--- src/rtl/fp_pkg.sv ---
// Shared constants and bundle types for the float round-and-pack pipeline.
// Imported by the interface, the rounding helper and the pipeline top.
package fp_pkg;

  localparam int EXP_W = 3;
  localparam int SIG_W = 4;
  localparam int FP_W  = 8;

  localparam logic [EXP_W-1:0] EXP_MAX   = 3'b111;
  localparam logic [SIG_W-1:0] SIG_MAX   = 4'b1111;
  localparam logic [SIG_W-1:0] SIG_CARRY = 4'b1000;

  typedef struct packed {
    logic             sign;
    logic [EXP_W-1:0] exponent;
    logic [SIG_W-1:0] significand;
    logic             round_up;
    logic             saturate;
  } stage_a_t;

  function automatic logic [FP_W-1:0] pack_fp(
    input logic             sign,
    input logic [EXP_W-1:0] exponent,
    input logic [SIG_W-1:0] significand
  );
    return {sign, exponent, significand};
  endfunction

endpackage

--- src/rtl/fp_round_pack_if.sv ---
// Valid/ready bundle for the round-and-pack block: extract-side
// input handshake plus the packed-float output handshake.
interface fp_round_pack_if;
  import fp_pkg::*;

  logic             in_valid;
  logic             in_ready;
  logic             in_sign;
  logic [EXP_W-1:0] in_exponent;
  logic [SIG_W-1:0] in_significand;
  logic             in_fifth_bit;
  logic             out_valid;
  logic             out_ready;
  logic [FP_W-1:0]  out_fp;

  modport master (
    output in_valid, in_sign, in_exponent,
    output in_significand, in_fifth_bit,
    output out_ready,
    input  in_ready, out_valid, out_fp
  );

  modport slave (
    input  in_valid, in_sign, in_exponent,
    input  in_significand, in_fifth_bit,
    input  out_ready,
    output in_ready, out_valid, out_fp
  );

endinterface

--- src/rtl/fp_round.sv ---
// Combinational round-half-up of a 3-bit exponent / 4-bit significand,
// carrying into the exponent and saturating at the largest value.
module fp_round
  import fp_pkg::*;
(
  input  logic [EXP_W-1:0] exponent,
  input  logic [SIG_W-1:0] significand,
  input  logic             fifth_bit,
  output logic [EXP_W-1:0] rnd_exponent,
  output logic [SIG_W-1:0] rnd_significand,
  output logic             round_up,
  output logic             saturate
);

  logic sig_full;
  logic exp_full;

  assign sig_full = (significand == SIG_MAX);
  assign exp_full = (exponent == EXP_MAX);

  // select one of pass / increment / carry / saturate
  always_comb begin
    rnd_exponent    = exponent;
    rnd_significand = significand;
    round_up        = fifth_bit;
    saturate        = 1'b0;
    unique case (1'b1)
      !fifth_bit: ;
      fifth_bit && !sig_full:
        rnd_significand = significand + 4'd1;
      fifth_bit && sig_full && !exp_full: begin
        rnd_exponent    = exponent + 3'd1;
        rnd_significand = SIG_CARRY;
      end
      default: begin
        rnd_exponent    = EXP_MAX;
        rnd_significand = SIG_MAX;
        saturate        = 1'b1;
      end
    endcase
  end

endmodule

--- src/rtl/fp_round_pack.sv ---
// Two-stage round-and-pack pipeline with valid/ready flow control and
// saturating statistics of rounded and saturated deliveries.
module fp_round_pack
  import fp_pkg::*;
#(
  parameter int CNT_W = 16
) (
  input  logic             clk,
  input  logic             rst,
  fp_round_pack_if.slave   bus,
  output logic [CNT_W-1:0] round_cnt,
  output logic [CNT_W-1:0] sat_cnt
);

  stage_a_t        a_d;
  stage_a_t        a_q;
  logic            a_valid;
  logic            a_adv;
  logic            b_valid;
  logic            b_adv;
  logic            b_rnd;
  logic            b_sat;
  logic [FP_W-1:0] b_fp;
  logic            out_hs;

  fp_round u_round (
    .exponent        (bus.in_exponent),
    .significand     (bus.in_significand),
    .fifth_bit       (bus.in_fifth_bit),
    .rnd_exponent    (a_d.exponent),
    .rnd_significand (a_d.significand),
    .round_up        (a_d.round_up),
    .saturate        (a_d.saturate)
  );

  assign a_d.sign     = bus.in_sign;
  assign b_adv        = !b_valid || bus.out_ready;
  assign a_adv        = !a_valid || b_adv;
  assign out_hs       = b_valid && bus.out_ready;
  assign bus.in_ready = rst || a_adv;
  assign bus.out_valid = b_valid;
  assign bus.out_fp   = b_fp;

  // stage A: capture the rounded fields when it can move on
  always_ff @(posedge clk) begin
    if (rst) begin
      a_valid <= 1'b0;
    end else if (a_adv) begin
      a_valid <= bus.in_valid;
      if (bus.in_valid) a_q <= a_d;
    end
  end

  // stage B: pack stage A into the output float
  always_ff @(posedge clk) begin
    if (rst) begin
      b_valid <= 1'b0;
      b_fp    <= '0;
      b_rnd   <= 1'b0;
      b_sat   <= 1'b0;
    end else if (b_adv) begin
      b_valid <= a_valid;
      if (a_valid) begin
        b_fp  <= pack_fp(a_q.sign, a_q.exponent,
                         a_q.significand);
        b_rnd <= a_q.round_up;
        b_sat <= a_q.saturate;
      end
    end
  end

  // statistics count on delivery and stick at all-ones
  always_ff @(posedge clk) begin
    if (rst) begin
      round_cnt <= '0;
      sat_cnt   <= '0;
    end else if (out_hs) begin
      if (b_rnd && (round_cnt != '1))
        round_cnt <= round_cnt + CNT_W'(1);
      if (b_sat && (sat_cnt != '1))
        sat_cnt <= sat_cnt + CNT_W'(1);
    end
  end

endmodule

--- src/flat_wrapper.sv ---
// flat-port wrapper written by rule: the top's interface ports become plain ports
module fp_round_pack_flat import fp_pkg::*;
#(
  parameter int CNT_W = 16
)
  (clk, rst, round_cnt, sat_cnt, bus_in_valid, bus_in_sign, bus_in_exponent, bus_in_significand, bus_in_fifth_bit, bus_out_ready, bus_in_ready, bus_out_valid, bus_out_fp);
  fp_round_pack_if bus_i ();
  input  logic clk;
  input  logic rst;
  output logic [CNT_W-1:0] round_cnt;
  output logic [CNT_W-1:0] sat_cnt;
  input wire logic [$bits(bus_i.in_valid)-1:0] bus_in_valid;
  input wire logic [$bits(bus_i.in_sign)-1:0] bus_in_sign;
  input wire logic [$bits(bus_i.in_exponent)-1:0] bus_in_exponent;
  input wire logic [$bits(bus_i.in_significand)-1:0] bus_in_significand;
  input wire logic [$bits(bus_i.in_fifth_bit)-1:0] bus_in_fifth_bit;
  input wire logic [$bits(bus_i.out_ready)-1:0] bus_out_ready;
  output wire logic [$bits(bus_i.in_ready)-1:0] bus_in_ready;
  output wire logic [$bits(bus_i.out_valid)-1:0] bus_out_valid;
  output wire logic [$bits(bus_i.out_fp)-1:0] bus_out_fp;
  assign bus_i.in_valid = bus_in_valid;
  assign bus_i.in_sign = bus_in_sign;
  assign bus_i.in_exponent = bus_in_exponent;
  assign bus_i.in_significand = bus_in_significand;
  assign bus_i.in_fifth_bit = bus_in_fifth_bit;
  assign bus_i.out_ready = bus_out_ready;
  assign bus_in_ready = bus_i.in_ready;
  assign bus_out_valid = bus_i.out_valid;
  assign bus_out_fp = bus_i.out_fp;
  fp_round_pack #(.CNT_W(CNT_W)) u_core (.clk(clk), .rst(rst), .bus(bus_i), .round_cnt(round_cnt), .sat_cnt(sat_cnt));
endmodule
--- config.mk ---
export PLATFORM = sky130hd
export DESIGN_NAME = fp_round_pack_flat
export DESIGN_NICKNAME = d
export VERILOG_FILES = /design/src/rtl/fp_pkg.sv /design/src/rtl/fp_round_pack_if.sv /design/src/rtl/fp_round.sv /design/src/rtl/fp_round_pack.sv /design/src/flat_wrapper.sv
export SDC_FILE = /design/constraint.sdc
export NUM_CORES = 1
export LEC_CHECK = 0
export BUFFER_PORTS_ARGS = -buffer_cell sky130_fd_sc_hd__buf_2
export CORE_AREA = 2 2 110 112
export CTS_CLUSTER_DIAMETER = 80
export DETAILED_ROUTE_END_ITERATION = 12
export DIE_AREA = 0 0 112 114
export GPL_ROUTABILITY_DRIVEN = 0
export PLACE_DENSITY = 0.36
export SYNTH_ARGS = -nofsm -noshare
export SYNTH_HDL_FRONTEND = slang
export SYNTH_SLANG_ARGS = --single-unit
export TNS_END_PERCENT = 100
--- constraint.sdc ---
create_clock -name clk -period 2.5 [get_ports clk]
set_input_delay 0.5 -clock clk [delete_from_list [all_inputs] [get_ports clk]]
set_output_delay 0.5 -clock clk [all_outputs]
set_load 0.02 [all_outputs]
==> results.py <==
metrics = {
    "placement": {
        "hpwl_um": 4618,
        "port_buffers": 54,
        "dp.cells": 477,
    },
    "clock_tree": {
        "cts_root_buf": "clkbuf_16",
        "clkTransAtPathRegs_ps": 70,
        "h-tree-depth": 2,
        "cts_inserted_buffers": 5,
        "tritoncts": "yes",
        "hold_buffers": 0,
        "clockBufferDepth": 2,
        "clk_latency_ps": 290,
        "post_cts_buffers": 0,
        "ctsResizeCount": 0,
        "clkSinkCount": 54,
    },
    "floorplan": {
        "die_h_um": 114,
        "die_w_um": 112,
        "io-pin-count": 55,
        "coreArea_um2": 11710,
        "num_rows": 40,
        "start_util": 0.2212,
        "dieArea_um2": 12770,
    },
    "cells_and_area": {
        "final_cell_mix": "buf_2, dfxtp_1, a21oi_1",
        "synthToLayoutAreaGrowth_pct": 23.86,
        "diodes": 0,
        "nets": 355,
        "layoutNonFillerInstCount": 485,
        "seq_area_um2": 1181,
        "drive_gt1_frac": 0.2337,
        "multi_input_area_um2": 1346,
        "final_common_cell": "buf_2",
        "nFillCells": 1291,
    },
    "critical_path": {
        "cp_slowest_stage_delay_ps": 530,
        "cp_num_buf_inv": 0,
        "crit_path_start_kind": "register",
        "crit_path_end_kind": "register",
        "r2r_slack_ps": 530,
        "crit_type": "reg -> reg",
        "crit_chain": "ha_1, nand4_2, nor4_2, nand4b_1, mux2_2",
        "crit_family": "simple AND/OR/NAND/NOR gates",
        "critPathMaxFanout": 6,
        "worst_path_max_delay_cell": "nor4_2",
        "worstPathArrival_ps": 2160,
        "crit_required_ps": 2690,
    },
    "synth": {
        "synth_nets": 298,
        "yosysTopAreaCell": "dfxtp_1",
        "postSynth.topFlopCell": "dfxtp_1",
        "ys_types": 42,
        "avgSynthCellArea_um2": 9.250,
        "synth-seq-area-share": 0.4560,
        "syn-cell-area_um2": 2590,
        "synth-edff-count": 10,
        "async_flop_share": 0,
        "ys_ff_latch": 54,
        "synthTopCellsByArea": "dfxtp_1, edfxtp_1, a21oi_1, mux2i_1, nor2_1",
        "synthCells": 280,
        "ys_warn_count": 0,
        "synth_top_cell_area_share": 0.3401,
    },
    "route": {
        "firstDrtPassIters": 4,
        "postRouteAntennaNets": 0,
        "totalWireLength_um": 6530,
        "drt_iter0_drc": 61,
        "wl_per_cell_um": 13.46,
        "vias_per_cell": 4.676,
        "vias": 2268,
        "drc": 0,
    },
    "power": {
        "leakage_uw": 0.001300,
        "powerDensity_nw_per_um2": 537.4,
        "vdd_drop_max_mv": 0.2340,
    },
    "sta": {
        "period_share": 0.7884,
        "setup_viol": 0,
        "tns_ps": 0,
        "fin_crit_ps": 1971,
        "worstMarginPinSlew_ps": 506.6,
        "fmax_mhz": 507.4,
        "whs_ps": 382.3,
        "skew_ps": 7.146,
        "max_slew_margin": 0.6595,
        "rsz0062_at_grt": "no",
        "hold_viol": 0,
        "slew_viol_final": 0,
    },
    "run_status": {
        "status": "finished, final reports clean",
    },
    "flow_run": {
        "cap_violations": 0,
    },
    "global_route": {
        "grt_pass1_wl_um": 10760,
        "grt_pass1_vias": 2068,
        "overflow": 0,
        "grt_max_degree": 51,
        "track_usage": 0.1032,
        "antenna_found_initial": 0,
    },
    "worst_hold_path": {
        "hold_class": "in -> reg",
    },
}
## metrics by stage
| stage | area (um2) | utilization | setup WS [ps] | total power [uW] |
|---|---|---|---|---|
| finish | 3208 | 0.2739 | 529.1 | 1724 |
| global route | 3208 | 0.2739 | 336.9 | 1805 |
| CTS | 3208 | 0.2739 | 527.1 | 1760 |
| detailed placement | 3062 | 0.2614 | 529.7 | 1035 |
| global placement | 3062 | 0.2614 | 543.5 | 1035 |
| floorplan | 2590 | - | 544.3 | 993.8 |
## layer usage
| metal | wire length (um) | share of wire | up-vias | GRT usage |
|---|---|---|---|---|
| li1 | - | - | 1181 | - |
| met1 | 3238 | 0.50 | 1048 | 0.1409 |
| met2 | 2960 | 0.45 | 34 | 0.1616 |
| met3 | 252 | 0.039 | 5 | 0.02285 |
| met4 | 79 | 0.012 | 0 | 0.03659 |
| met5 | 0 | 0 | - | 0 |
## logic make-up after synthesis
logic type               Yosys count  synth area share
buffers and inverters             15           0.02415
AND/OR/NAND/NOR                  128            0.2899
XOR/XNOR                           1          0.003382
flip-flops                        54            0.4560
adder cells (fa/ha/maj)            5           0.02415
AO/OA/AOI/OAI                     59            0.1290
multiplexers                      18           0.07343
## synthesized netlist by cell type (all sizes together), types with 2 or more instances
master,n
or3,8
nor2b,8
mux2i,10
nor4,4
nand2,22
nand3,5
edfxtp,10
a21oi,30
nor2,24
ha,5
nor3,6
o31ai,12
o21ai,14
or4,12
dfxtp,44
nand2b,3
nand3b,2
and3,9
nand4,13
and4,4
inv,4
or4b,2
clkbuf,6
buf,5
mux2,8
## registers in the layout (all words and copies together) (netlist names)
name,count
u_core.bus.out_fp,8
u_core.sat_cnt,16
u_core.a_valid,1
u_core.a_q,10
u_core.b_rnd,1
u_core.bus.out_valid,1
u_core.b_sat,1
u_core.round_cnt,16
## report_power, final
group	internal, uW	switching, uW	total (uW)
clock	393	319	712
combinational	39.5	60.9	100
sequential	904	8.37	912
## final cells by class
type,instances,area share
well taps,147,0.05733
inverters,4,0.004680
flip-flops and latches,54,0.3682
clock buffers,6,0.04329
multi-input cells,211,0.4197
repair buffers,61,0.1045
clock inverters,2,0.002340
## final timing paths
| check | start | end | cells past startpoint |
|---|---|---|---|
| min reg2reg | u_core.a_q[2] | u_core.bus.out_fp[0] | 2 |
| max reg2reg | u_core.round_cnt[0] | u_core.round_cnt[5] | 5 |
| min | bus_in_sign | u_core.a_q[9] | 1 |
| max | u_core.round_cnt[0] | u_core.round_cnt[5] | 5 |
Power figures use the tool's default switching activity.
